`src/rtl/delay_3_if.sv`:
```
// rtl/delay_3_if.sv - data bundle for the fixed three-stage delay pipeline
//
// Purpose: carries the datapath into and out of delay_3.
// Signals:
//   input_i   WIDTH  value sampled by the pipeline on every rising clock edge
//   output__  WIDTH  value leaving the pipeline, three edges after sampling
// Modports:
//   master  drives input_i, observes output__ (the producer/consumer side)
//   slave   observes input_i, drives output__ (the delay_3 side)

interface delay_3_if #(
    parameter int WIDTH = 8
);
    logic [WIDTH-1:0] input_i;
    logic [WIDTH-1:0] output__;

    modport master (
        output input_i,
        input  output__
    );

    modport slave (
        input  input_i,
        output output__
    );
endinterface

```
`src/rtl/delay_3.sv`:
```
// rtl/delay_3.sv - fixed three-stage register delay, no flow control
//
// Purpose: an input value appears on the output exactly three rising clock
// edges after it was sampled. Used as the reference basic pipeline and as a
// generic 3-cycle alignment delay for datapath signals.
// Ports:
//   clk_i     in   1      single clock, all state updates on the rising edge
//   rst_n_i   in   1      asynchronous-assert, active-low reset; release is
//                         expected synchronous to clk_i (no internal synchroniser)
//   bus       slave       input_i (sampled every edge) / output__ (stage-3 register)
// Parameters:
//   WIDTH     data width of the bus and of every stage (depth fixed at 3)

module delay_3 #(
    parameter int WIDTH = 8
) (
    input  logic     clk_i,
    input  logic     rst_n_i,
    delay_3_if.slave bus
);

    logic [WIDTH-1:0] s1;
    logic [WIDTH-1:0] s2;
    logic [WIDTH-1:0] s3;

    // Reset clears every stage at once, so in-flight data is flushed and the
    // output reads zero for three edges after release.
    always_ff @(posedge clk_i or negedge rst_n_i) begin
        if (!rst_n_i) begin
            s1 <= '0;
            s2 <= '0;
            s3 <= '0;
        end else begin
            s1 <= bus.input_i;
            s2 <= s1;
            s3 <= s2;
        end
    end

    // Output is taken straight from the last register: no path from input_i.
    assign bus.output__ = s3;

endmodule

```
`src/flat_wrapper.sv`:
```
// flat-port wrapper written by rule: the top's interface ports become plain ports
module delay_3_flat 
#(
    parameter int WIDTH = 8
)
  (clk_i, rst_n_i, bus_input_i, bus_output__);
  delay_3_if #(.WIDTH(WIDTH)) bus_i ();
  input  logic clk_i;
  input  logic rst_n_i;
  input wire logic [$bits(bus_i.input_i)-1:0] bus_input_i;
  output wire logic [$bits(bus_i.output__)-1:0] bus_output__;
  assign bus_i.input_i = bus_input_i;
  assign bus_output__ = bus_i.output__;
  delay_3 #(.WIDTH(WIDTH)) u_core (.clk_i(clk_i), .rst_n_i(rst_n_i), .bus(bus_i));
endmodule
```
`config.mk`:
```
export PLATFORM = sky130hd
export DESIGN_NAME = delay_3_flat
export DESIGN_NICKNAME = d
export VERILOG_FILES = /design/src/rtl/delay_3_if.sv /design/src/rtl/delay_3.sv /design/src/flat_wrapper.sv
export SDC_FILE = /design/constraint.sdc
export NUM_CORES = 1
export LEC_CHECK = 0
export BUFFER_PORTS_ARGS = -buffer_cell sky130_fd_sc_hd__buf_2
export CAP_MARGIN = 10
export CORE_UTILIZATION = 41
export DETAILED_ROUTE_END_ITERATION = 10
export HOLD_SLACK_MARGIN = 0.08
export PLACE_DENSITY = 0.77
export SKIP_CTS_REPAIR_TIMING = 1
export SLEW_MARGIN = 25
export SYNTH_ARGS = -nofsm -noshare
export SYNTH_HDL_FRONTEND = slang
export SYNTH_SLANG_ARGS = --single-unit
```
`constraint.sdc`:
```
create_clock -name clk_i -period 0.8 [get_ports clk_i]
set_clock_uncertainty 0.2 [all_clocks]
set_input_delay 0.16 -clock clk_i [delete_from_list [all_inputs] [get_ports clk_i]]
set_output_delay 0.16 -clock clk_i [all_outputs]
set_load 0.01 [all_outputs]
```
Word-level counts from Yosys, hierarchy flattened
Index checks and enable logic that the tools add are counted.
{"block": "word_totals", "register_bits": 24, "inputBits": 10, "out_inout_bits": 8, "elab_cells": 3}

Longest topological paths before layout
{"block": "depth", "ltp_word": 0, "depth_mapped": 0}

Worst setup path before layout
OpenSTA, ideal clock, no wires.
{"block": "synth_path", "kind": "register to output", "startpoint": "register u_core.s3[0], in the netlist u_core.bus.output__[0]", "endpoint": "output port bus_output__[0]", "t_arrival_ns": 0.376, "required_time_ns": 0.440, "setup_slack_ns": 0.064, "stages_incl_launch_ff": 1, "path_buffers": 0, "path_cell_list": "dfrtp_1"}
{"item": "from (decl)", "line": "delay_3.sv:24", "rtl": "logic [WIDTH-1:0] s3;"}
{"item": "from (signal assigned)", "line": "delay_3.sv:32", "rtl": "s3 <= '0;"}
{"item": "from (signal assigned)", "line": "delay_3.sv:36", "rtl": "s3 <= s2;"}
{"item": "to (decl)", "line": "flat_wrapper.sv:11", "rtl": "output wire logic [$bits(bus_i.output__)-1:0] bus_output__;"}
No word-level cell between the ends.

Worst setup path after layout
{"block": "layout_path", "startpoint": "register u_core.s3[3], in the netlist u_core.bus.output__[3]", "endpoint": "output port bus_output__[3]"}
No word-level cell between the ends.

==> flow_summary.json <==
{
  "path_buf_inv": 1,
  "rsz0062_at_grt": "true",
  "cts_inserted_buffers": 3,
  "final_nets": 66,
  "yosysMostFrequentCell": "dfrtp_1",
  "yosysWarnings": 0,
  "clock_sinks": 24,
  "port_buffers": 17,
  "antenna_found_initial": 0,
  "synth_seq_cells": 24,
  "fin_area_um2": 863,
  "cp.arrival_ns": 0.80,
  "yosysSeqAreaShare_pct": 100,
  "crit_family": "flip-flops",
  "synth-edff-count": 0,
  "cts_tree": "yes",
  "gp_congestion": 0.602,
  "final_max_slew_viol_count": 0,
  "clk-insertion-delay-late_ns": 0.29,
  "ys_top_cells_by_count": "dfrtp_1",
  "place_ws_ns": -0.0379,
  "synth_top_cell_area_share_pct": 100,
  "drv_cap": 0,
  "end_kind": "output pin",
  "finalCritPeriodShare_pct": 145,
  "max_freq_mhz": 863,
  "cp_max_fo": 1,
  "wl_per_cell_um": 8.54,
  "finalSetupViolCount": 13,
  "yosys-top-cells-area": "dfrtp_1",
  "power.total_mw": 1.99,
  "power.density_nw_per_um2": 2300,
  "die_w_um": 40.3,
  "via_count": 280,
  "hold_viol": 0,
  "status": "complete, but fails checks",
  "finalCoreUtilization_pct": 64.7,
  "root_buffer": "clkbuf_4",
  "coreArea_um2": 1330,
  "ant_nets": 0,
  "multi_input_area_um2": 0,
  "ys_async_sr_fraction_pct": 100,
  "grt.total_usage_pct": 9.67,
  "worstPathCellList": "buf_6",
  "overflow": 0,
  "timing.hold.ws_ns": 0.118,
  "drc": 0,
  "synth_ff_type": "dfrtp_1",
  "final_layout_size_suffix_gt1_share_pct": 40.0,
  "finalSetupTns_ns": -2.86,
  "synthCells": 24,
  "pin_count": 18,
  "drt_pass1_iterations": 1,
  "initial_core_util_pct": 45.0,
  "rows": 13,
  "drt_iter0_drc": 0,
  "grt_pass1_vias": 232,
  "critPathLaunchType": "flop",
  "insertedDiodeCount": 0,
  "post-route-min-period_ns": 1.16,
  "dp.cells": 57,
  "p_leak_nw": 0.419,
  "clk_pin_slew_ns": 0.11,
  "vias_per_cell": 4.00,
  "hold_path_class": "in2async",
  "die_h_um": 40.3,
  "slew_headroom_pct": 91.8,
  "clockBufferDepth": 2,
  "peakVddDrop_mv": 1.39,
  "wl_um": 598,
  "synth_cell_types": 1,
  "synth_area_um2": 601,
  "tightest_slew_ns": 0.123,
  "dieArea_um2": 1620,
  "yosysTopAreaCell": "dfrtp_1",
  "crit_type": "reg2out",
  "critical_path_required_ns": 0.44,
  "h-tree-depth": 1,
  "grt_max_degree": 25,
  "setup_slack_ns": -0.359,
  "avgSynthCellArea_um2": 25.0,
  "postPlaceCellArea_um2": 724,
  "violations": "setup timing",
  "fillers": 102,
  "synth_fp_nets": 34,
  "grt_pass1_wl_um": 966,
  "area_delta_synth_final_pct": 43.8,
  "fin_cells": 70,
  "worst_path_max_delay_cell": "dfrtp_1",
  "multi_input_cells": 0,
  "slowest_delay_ns": 0.39
}
-- state kept, by name, summed over array words and instances, names as in the netlist --
name                 flops
u_core.s1                8
u_core.bus.output__      8
u_core.s2                8
-- cells by family after synthesis --
logic type	Yosys count	share of synthesized area (%)
flip-flops	24	100
-- cell usage in the layout (no fill, tap or decap) --
cell type      Yosys  routed
dfrtp_1           24      24
buf_12             0       1
dlygate4sd3_1      0       9
clkbuf_8           0       1
buf_2              0      15
clkbuf_4           0       3
buf_6              0       2
-- power breakdown --
| part | internal [mW] | switching [mW] |
|---|---|---|
| clock network | 0.277 | 0.300 |
| registers | 1.27 | 0.0152 |
| logic | 0.0730 | 0.0482 |
-- worst paths after layout --
check | startpoint | end | slack [ns] | cells after the start
setup reg to reg | u_core.s1[3] | u_core.s2[3] | 0.11 | 0
min in group clk_i | u_core.s1[1] | u_core.s2[1] | 0.16 | 0
hold / removal | rst_n_i | u_core.bus.output__[2] | 0.12 | 3
setup / recovery | u_core.bus.output__[3] | bus_output__[3] | -0.36 | 1
hold reg to reg | u_core.s1[1] | u_core.s2[1] | 0.16 | 0
max in group asynchronous | rst_n_i | u_core.s2[4] | 0.15 | 3
-- metal layers --
layer,track usage [%],vias to the layer above,routed length [µm]
li1,-,136,-
met1,12.4,129,274
met2,14.5,15,293
met3,3.33,0,29
met4,5.00,0,0
met5,0,-,0
-- layout make-up --
class	count	area (µm²)	share of cell area, %
tap	15	18.8	2.17
sequential	24	601	69.6
timing repair buffer	27	208	24.1
clock buffer	4	36.3	4.20
Power figures use the tool's default switching activity.
